File: config.mk
export PLATFORM = sky130hd
export DESIGN_NAME = four_bit_register_sequencer
export DESIGN_NICKNAME = d
export VERILOG_FILES = /design/src/rtl/four_bit_register_sequencer_pkg.sv /design/src/rtl/four_bit_register_sequencer_ring_counter.sv /design/src/rtl/four_bit_register_sequencer.sv
export SDC_FILE = /design/constraint.sdc
export NUM_CORES = 1
export LEC_CHECK = 0
export ABC_AREA = 0
export ABC_CLOCK_PERIOD_IN_PS = 5400
export BUFFER_PORTS_ARGS = -buffer_cell sky130_fd_sc_hd__buf_2
export CORE_MARGIN = 1
export CORE_UTILIZATION = 55
export DETAILED_ROUTE_END_ITERATION = 8
export PLACE_DENSITY = 0.82
export REMOVE_ABC_BUFFERS = 1
export SLEW_MARGIN = 20
export SYNTH_ARGS = -nofsm -noshare
export SYNTH_HDL_FRONTEND = slang
export SYNTH_HIERARCHICAL = 1
export SYNTH_SLANG_ARGS = --single-unit
File: constraint.sdc
create_clock -name clk -period 5.4 [get_ports clk]
set_input_delay 0.81 -clock clk [delete_from_list [all_inputs] [get_ports clk]]
set_output_delay 0.81 -clock clk [all_outputs]
set_load 0.03 [all_outputs]
File: src/rtl/four_bit_register_sequencer_pkg.sv
// Shared types and constants for the SAP-style control sequencer.
package four_bit_register_sequencer_pkg;

    localparam int unsigned DEF_DW  = 4;
    localparam int unsigned DEF_OPW = 4;
    localparam int unsigned STEPS   = 6;
    localparam int unsigned TW      = 3;

    typedef enum logic [TW-1:0] {
        T_IDLE = 3'd0,
        T1     = 3'd1,
        T2     = 3'd2,
        T3     = 3'd3,
        T4     = 3'd4,
        T5     = 3'd5,
        T6     = 3'd6,
        T_HALT = 3'd7
    } t_state_e;

    localparam logic [DEF_OPW-1:0] OP_NOP = 4'h0;
    localparam logic [DEF_OPW-1:0] OP_LDA = 4'h1;
    localparam logic [DEF_OPW-1:0] OP_LDB = 4'h2;
    localparam logic [DEF_OPW-1:0] OP_ADD = 4'h3;
    localparam logic [DEF_OPW-1:0] OP_SUB = 4'h4;
    localparam logic [DEF_OPW-1:0] OP_OUT = 4'hE;
    localparam logic [DEF_OPW-1:0] OP_HLT = 4'hF;

    typedef struct packed {
        logic pc_en;
        logic pc_inc;
        logic mar_load;
        logic mem_en;
        logic ir_load;
        logic ir_en;
        logic latch_a;
        logic latch_b;
        logic alu_en;
        logic sub;
        logic out_load;
        logic halted;
        logic illegal;
    } strobes_t;

endpackage

File: src/rtl/four_bit_register_sequencer_ring_counter.sv
// IDLE / T1..T6 / HALT step counter; HALT is left only through reset.
module four_bit_register_sequencer_ring_counter
    import four_bit_register_sequencer_pkg::*;
(
    input  logic     clk,
    input  logic     reset_n,
    input  logic     run,
    input  logic     halt_req,
    output t_state_e state_q,
    output t_state_e next_state_c
);

    t_state_e state_d;

    always_comb begin
        state_d = state_q;
        case (state_q)
            T_IDLE:  state_d = run ? T1 : T_IDLE;
            T1:      state_d = T2;
            T2:      state_d = T3;
            T3:      state_d = halt_req ? T_HALT : T4;
            T4:      state_d = T5;
            T5:      state_d = T6;
            T6:      state_d = run ? T1 : T_IDLE;
            T_HALT:  state_d = T_HALT;
            default: state_d = T_IDLE;
        endcase
    end

    always_ff @(posedge clk) begin
        if (!reset_n) begin
            state_q <= T_IDLE;
        end else begin
            state_q <= state_d;
        end
    end

    assign next_state_c = state_d;

endmodule

File: src/rtl/four_bit_register_sequencer.sv
// Control sequencer top: latches the instruction at T3->T4 and registers
// the strobe decode of the upcoming step so strobes align with t_state.
module four_bit_register_sequencer
    import four_bit_register_sequencer_pkg::*;
#(
    parameter int unsigned DW  = DEF_DW,
    parameter int unsigned OPW = DEF_OPW
) (
    input  logic           clk,
    input  logic           reset_n,
    input  logic           run,
    input  logic [OPW-1:0] opcode,
    input  logic [DW-1:0]  operand,
    output logic           pc_en,
    output logic           pc_inc,
    output logic           mar_load,
    output logic           mem_en,
    output logic           ir_load,
    output logic           ir_en,
    output logic           latch_a,
    output logic           latch_b,
    output logic [DW-1:0]  b_data,
    output logic           alu_en,
    output logic           sub,
    output logic           out_load,
    output logic [TW-1:0]  t_state,
    output logic           halted,
    output logic           illegal
);

    t_state_e       state_q;
    t_state_e       state_d;
    logic [OPW-1:0] op_q, op_d;
    logic [DW-1:0]  arg_q, arg_d;
    logic [DW-1:0]  b_data_q, b_data_d;
    strobes_t       strb_q, strb_d;
    logic           halt_req;

    assign halt_req = (opcode == OPW'(OP_HLT));

    four_bit_register_sequencer_ring_counter u_ring (
        .clk          (clk),
        .reset_n      (reset_n),
        .run          (run),
        .halt_req     (halt_req),
        .state_q      (state_q),
        .next_state_c (state_d)
    );

    // Instruction fields are captured only on the T3->T4 edge.
    always_comb begin
        op_d  = op_q;
        arg_d = arg_q;
        if (state_q == T3) begin
            op_d  = opcode;
            arg_d = operand;
        end
    end

    always_comb begin
        strb_d   = '0;
        b_data_d = b_data_q;
        case (state_d)
            T1: begin
                strb_d.pc_en    = 1'b1;
                strb_d.mar_load = 1'b1;
            end
            T2: strb_d.pc_inc = 1'b1;
            T3: begin
                strb_d.mem_en  = 1'b1;
                strb_d.ir_load = 1'b1;
            end
            T4: begin
                if (op_d == OPW'(OP_LDA) || op_d == OPW'(OP_ADD) || op_d == OPW'(OP_SUB)) begin
                    strb_d.ir_en    = 1'b1;
                    strb_d.mar_load = 1'b1;
                end else if (op_d == OPW'(OP_LDB)) begin
                    strb_d.latch_b = 1'b1;
                    b_data_d       = arg_d;
                end else if (op_d == OPW'(OP_OUT)) begin
                    strb_d.out_load = 1'b1;
                end else if (op_d != OPW'(OP_NOP)) begin
                    strb_d.illegal = 1'b1;
                end
            end
            T5: begin
                if (op_d == OPW'(OP_LDA)) begin
                    strb_d.mem_en  = 1'b1;
                    strb_d.latch_a = 1'b1;
                end else if (op_d == OPW'(OP_ADD) || op_d == OPW'(OP_SUB)) begin
                    strb_d.mem_en  = 1'b1;
                    strb_d.latch_b = 1'b1;
                end
            end
            T6: begin
                if (op_d == OPW'(OP_ADD) || op_d == OPW'(OP_SUB)) begin
                    strb_d.alu_en  = 1'b1;
                    strb_d.latch_a = 1'b1;
                    strb_d.sub     = (op_d == OPW'(OP_SUB));
                end
            end
            T_HALT:  strb_d.halted = 1'b1;
            default: strb_d = '0;
        endcase
    end

    always_ff @(posedge clk) begin
        if (!reset_n) begin
            op_q     <= '0;
            arg_q    <= '0;
            b_data_q <= '0;
            strb_q   <= '0;
        end else begin
            op_q     <= op_d;
            arg_q    <= arg_d;
            b_data_q <= b_data_d;
            strb_q   <= strb_d;
        end
    end

    assign pc_en    = strb_q.pc_en;
    assign pc_inc   = strb_q.pc_inc;
    assign mar_load = strb_q.mar_load;
    assign mem_en   = strb_q.mem_en;
    assign ir_load  = strb_q.ir_load;
    assign ir_en    = strb_q.ir_en;
    assign latch_a  = strb_q.latch_a;
    assign latch_b  = strb_q.latch_b;
    assign alu_en   = strb_q.alu_en;
    assign sub      = strb_q.sub;
    assign out_load = strb_q.out_load;
    assign halted   = strb_q.halted;
    assign illegal  = strb_q.illegal;
    assign b_data   = b_data_q;
    assign t_state  = TW'(state_q);

endmodule

# [Word level (Yosys, flattened, before mapping)]
# Cells that the tools add are included.
# W data, S select, Z words.
[classes] n_eq_ne=20 reduce_logical=12 n_bitwise=3 n_mux=23
[ops] operator="$eq A3 B3 Y1 const B" count=8
[ops] operator="$pmux W3 S7" count=1
[ops] operator="$mux W1" count=14
[ops] operator="$eq A3 B2 Y1 const B" count=4
[ops] operator="$eq A4 B2 Y1 const B" count=2
[ops] operator="$eq A4 B4 Y1 const B" count=2
[ops] operator="$mux W4" count=2
[ops] operator="$pmux W1 S2" count=4
[ops] operator="$eq A3 B1 Y1 const B" count=2
[ops] operator="$reduce_and A3 Y1" count=2
[ops] operator="$reduce_or A5 Y1" count=1
[ops] operator="$eq A4 B1 Y1 const B" count=1
[ops] operator="$eq A4 B3 Y1 const B" count=1
[ops] operator="$mux W2" count=2
[ops] operator="$reduce_and A2 Y1" count=2
[ops] operator="$reduce_bool A4 Y1" count=1
[ops] operator="$reduce_or A4 Y1" count=1
[ops] operator="$logic_not A3 Y1" count=1
[ops] operator="$logic_or A1 B1 Y1" count=3
[ops] operator="$not A1 Y1" count=3
[ops] operator="$reduce_or A2 Y1" count=1
[totals] register_bits=28 input_bits=11 wordCells=75 output_inout_bits=20

# [Logic depth before layout (Yosys ltp)]
[logic_depth] depth_word=7 depth_mapped=7 mapped_depth_nobuf=7

# [Hierarchy]
# The synthesis kept the hierarchy.
[by_module_without_submodules] mod="four_bit_register_sequencer" cells_each=104 instances=1 area_per_inst_um2=1088.5
[by_module_without_submodules] mod="four_bit_register_sequencer_ring_counter" cells_each=15 instances=1 area_per_inst_um2=173.9

# [Worst setup path after synthesis]
# OpenSTA, ideal clock, no wires.
[synth_path] path_kind="input to register" start="input opcode[3]" end="register b_data_q[0], in the netlist b_data[0]" setup_time_ns=0.121 required_time_ns=5.279 cell_stages=7 setup_slack_ns=2.961 t_arrival_ns=2.319 path_cell_list="and4_2 > nand2b_1 > a21oi_1 > nor3_1 > and2b_2 > nor3b_4 > mux2_2"
[synth_between] elab_cells_between_ends=13
[synth_rtl] item="start, declared" line_no="four_bit_register_sequencer.sv:12" rtl="input logic [OPW-1:0] opcode,"
[synth_rtl] item="$eq A4 B4 Y1" line_no="four_bit_register_sequencer.sv:39" rtl="assign halt_req = (opcode == OPW'(OP_HLT));"
[synth_rtl] item="$mux W2" line_no="four_bit_register_sequencer_ring_counter.sv:21" rtl="T3: state_d = halt_req ? T_HALT : T4;"
[synth_rtl] item="$pmux W3 S7" line_no="four_bit_register_sequencer_ring_counter.sv:17" rtl="case (state_q)"
[synth_rtl] item="named net state_d[0]" line_no="four_bit_register_sequencer.sv:32" rtl="t_state_e state_d;"
[synth_rtl] item="$eq A3 B3 Y1" line_no="four_bit_register_sequencer.sv:63" rtl="case (state_d)"
[synth_rtl] item="$reduce_and A3 Y1 (no source line)"
[synth_rtl] item="end signal, assigned" line_no="four_bit_register_sequencer.sv:116" rtl="b_data_q <= b_data_d;"
[synth_rtl] item="end, declared" line_no="four_bit_register_sequencer.sv:35" rtl="logic [DW-1:0] b_data_q, b_data_d;"
# The timed path passes the listed nets, and every way through them passes these cells.
# A chain may end at the register's enable or synchronous reset.

# [Worst setup path after layout]
[layout_path] start="input opcode[3]" end="register b_data_q[0], in the netlist b_data[0]"
[layout_between] elab_cells_between_ends=13
[layout_rtl] item="$eq A4 B4 Y1" line_no="four_bit_register_sequencer.sv:39"
[layout_rtl] item="named net halt_req" line_no="four_bit_register_sequencer.sv:37" rtl="logic halt_req;"
[layout_rtl] item="$mux W2" line_no="four_bit_register_sequencer_ring_counter.sv:21"
[layout_rtl] item="$pmux W3 S7" line_no="four_bit_register_sequencer_ring_counter.sv:17"
[layout_rtl] item="named net state_d[0]" line_no="four_bit_register_sequencer.sv:32"
[layout_rtl] item="$eq A3 B3 Y1" line_no="four_bit_register_sequencer.sv:63"
[layout_rtl] item="$reduce_and A3 Y1 (no source line)"
# The timed path passes the listed nets, and every way through them passes these cells.

==> summary.md <==
| Metric | Value |
|---|---|
| # Post-CTS Setup Buffers | `0` |
| Status | `complete, no violations` |
| RSZ-0062 raised after global routing | `no` |
| Routed Antenna Nets | `0` |
| Max clock buf depth | `2` |
| Clk sinks | `28` |
| Initial antenna violation count | `0` |
| Post-cts resize count | `0` |
| CTS Root Cell | `clkbuf_4` |
| Pre-antenna DRT Iters | `4` |
| Synth Register Bits | `28` |
| Initial Util | `0.612` |
| Final Hold Viols | `0` |
| Largest net degree at the start of global routing | `21` |
| Die area | `2490 um2` |
| Final Cell Area | `1450 um2` |
| # H-tree levels | `1` |
| Core area | `2060 um2` |
| CP Launch Type | `primary input` |
| Critical path peak fanout | `6` |
| Placement Setup Slack | `2.66 ns` |
| Vias in the first global route | `roughly 910` |
| Hold Buf Count CTS | `0` |
| Input/output buffers | `30` |
| Register area | `561 um2` |
| GRT Residual Overflow | `0` |
| Most common cell after layout, fill and taps aside | `buf_2` |
| Final wirelength | `between 2 and 2.5 mm` |
| Avg Cell Area, Syn | `around 11 um2` |
| Drt drc | `0` |
| Via density | `5.38` |
| Ranking of synthesized cells by area | `dfxtp_1 (44%), mux2i_1 (8.7%), nor2b_1 (5.5%), mux2_2 (5.4%), nor2_1 (2.7%)` |
| Highest Signal Layer | `met4` |
| Crit path time final | `between 2 and 2.5 ns` |
| Rel. slew slack | `0.365` |
| Leak pwr | `a little under 0.7 nW` |
| Clock Skews | `0.00601 ns` |
| CTS tree | `done` |
| Fmax | `411 MHz` |
| Num CTS Buffers | `3` |
| Post-route insts no fill | `176` |
| Post-DP HPWL | `1.66 mm` |
| Max_cap viols | `0` |
| CP required | `approximately 5.6 ns` |
| Max VDD drop | `roughly 0.19 mV` |
| Register area share after synthesis | `0.444` |
| Initial DRC count | `10` |
| Most frequent cells in the layout | `buf_2 (30), dfxtp_1 (28), mux2i_1 (11), nor2b_1 (11), nor2_1 (9)` |
| Worst Hold Class | `flop to flop` |
| Clk Latency, worst-skew pair | `0.32 ns` |
| Final worst slack | `2.97 ns` |
| Post-DP Area | `1430 um2` |
| Placed insts | `173` |
| Clock transition at the registers of the reported paths | `approximately 0.14 ns` |
| First-pass GRT wire length | `about 3.8 mm` |
| Arr. time, crit path | `around 2.7 ns` |
| Met2 wire length | `1.10 mm` |
| Synth area leader | `dfxtp_1` |
| Multi-input gate area | `approximately 700 um2` |
| Met3 WL | `around 110 um` |
| WL met1 | `1.01 mm` |
| RD Place Congestion | `0.810` |
| Final setup violation count | `0` |
| Vias | `947` |
| Worst Tran Pin Value | `0.949 ns` |
| Die Y | `49.9 um` |
| Pwr per Cell Area | `between 200 and 300 nW/um2` |
| Fill count | `160` |
| Rows | `16` |
| Final max-slew violation count | `0` |
| I/O Pins | `31` |
| Gate Count Post-Synth | `119` |
| Final Cycle Share | `0.451` |
| Per-cell routed wire length | `12.7 um` |
| CP Capture Type | `flop` |
| Final net count | `roughly 160` |
| Crit Path Class | `primary input to flop` |
| Die X-Extent | `49.9 um` |
| Share of layout cells above drive strength 1 | `0.329` |
| Yosys top cell area share | `0.444` |
| Synth warn | `6` |
| Synth cell types | `35` |
| P&R area growth vs syn | `15.0%` |
| WHS | `0.546 ns` |
| Mapped Area | `1260 um2` |
| # diodes | `0` |
| Setup TNS | `0 ns` |
| Total track usage | `0.198` |
==> metal layers <==
layer | vias up | global-route usage
met5 | - | 0
met4 | 0 | 0.0667
met3 | 2 | 0.0340
met2 | 28 | 0.365
met1 | 432 | 0.228
li1 | 485 | -
==> layout make-up <==
type                    instances  area share
flip-flops and latches         28       0.386
repair buffers                 30       0.103
multi-input cells              87       0.469
well taps                      27      0.0233
inverters                       1     0.00259
clock buffers                   3      0.0155
==> Yosys cell counts <==
library cell / n
dfxtp_1: 28
mux2i_1: 11
nor2b_1: 11
nor2_1: 9
mux2_2: 6
and2_1: 5
nand2b_1: 4
nor3_1: 4
a21oi_1: 3
nand2_1: 3
nand3b_1: 3
nor3b_1: 3
o22ai_1: 3
and2b_2: 2
nand3_1: 2
nor4b_2: 2
o32a_1: 2
a31oi_1: 1
a32o_1: 1
and2_4: 1
and4_2: 1
and4bb_1: 1
buf_2: 1
buf_4: 1
clkbuf_2: 1
inv_1: 1
mux2_4: 1
nor2b_4: 1
nor3b_4: 1
nor4b_1: 1
nor4b_4: 1
o211a_1: 1
o211ai_1: 1
o21ai_0: 1
or2_0: 1
==> where the power goes <==
part           switching [mW]  internal (mW)
clock                  0.0560         0.0261
sequential            0.00544          0.214
combinational          0.0393         0.0267
==> path summary, 6_finish.rpt <==
path                                   startpoint         to  slack [ns]  depth (start not counted)
worst max-delay path                    opcode[3]  b_data[0]        2.97                          8
worst min-delay path                     arg_q[2]   arg_q[2]        0.55                          2
worst max register to register  u_ring/state_q[2]  b_data[0]        3.11                          4
worst min register to register           arg_q[2]   arg_q[2]        0.55                          2
==> sequential cells by signal, summed over array words and instances (netlist names) <==
signal	flops
halted	1
alu_en	1
pc_inc	1
pc_en	1
illegal	1
op_q	4
mem_en	1
sub	1
latch_a	1
u_ring/state_q	3
mar_load	1
arg_q	4
ir_en	1
ir_load	1
b_data	4
out_load	1
latch_b	1
==> logic make-up (layout without fill, tap and decap cells) <==
kind of cell	after synthesis	after routing	share of synthesized area
and+or+nand+nor	56	56	0.313
AOI/OAI and AO/OA	13	13	0.0733
buffers and inverters	4	34	0.0168
muxes	18	18	0.153
DFF	28	28	0.444
==> stage by stage <==
stage | total power, mW | utilization
2_1_floorplan | 0.271 | -
5_1_grt | 0.382 | 0.704
3_3_place_gp | 0.288 | 0.693
4_1_cts | 0.369 | 0.704
3_5_place_dp | 0.289 | 0.693
6_report | 0.368 | 0.704
==> worst max-delay path, stage by stage <==
cell      delay (ns)
buf_2           0.13
and4_2          0.22
nand2b_1        0.16
a21oi_1         0.23
nor3_1          0.16
and2b_2         0.26
nor3b_4         0.31
mux2_2          0.38
No activity file was read; power rests on OpenSTA's default activity.
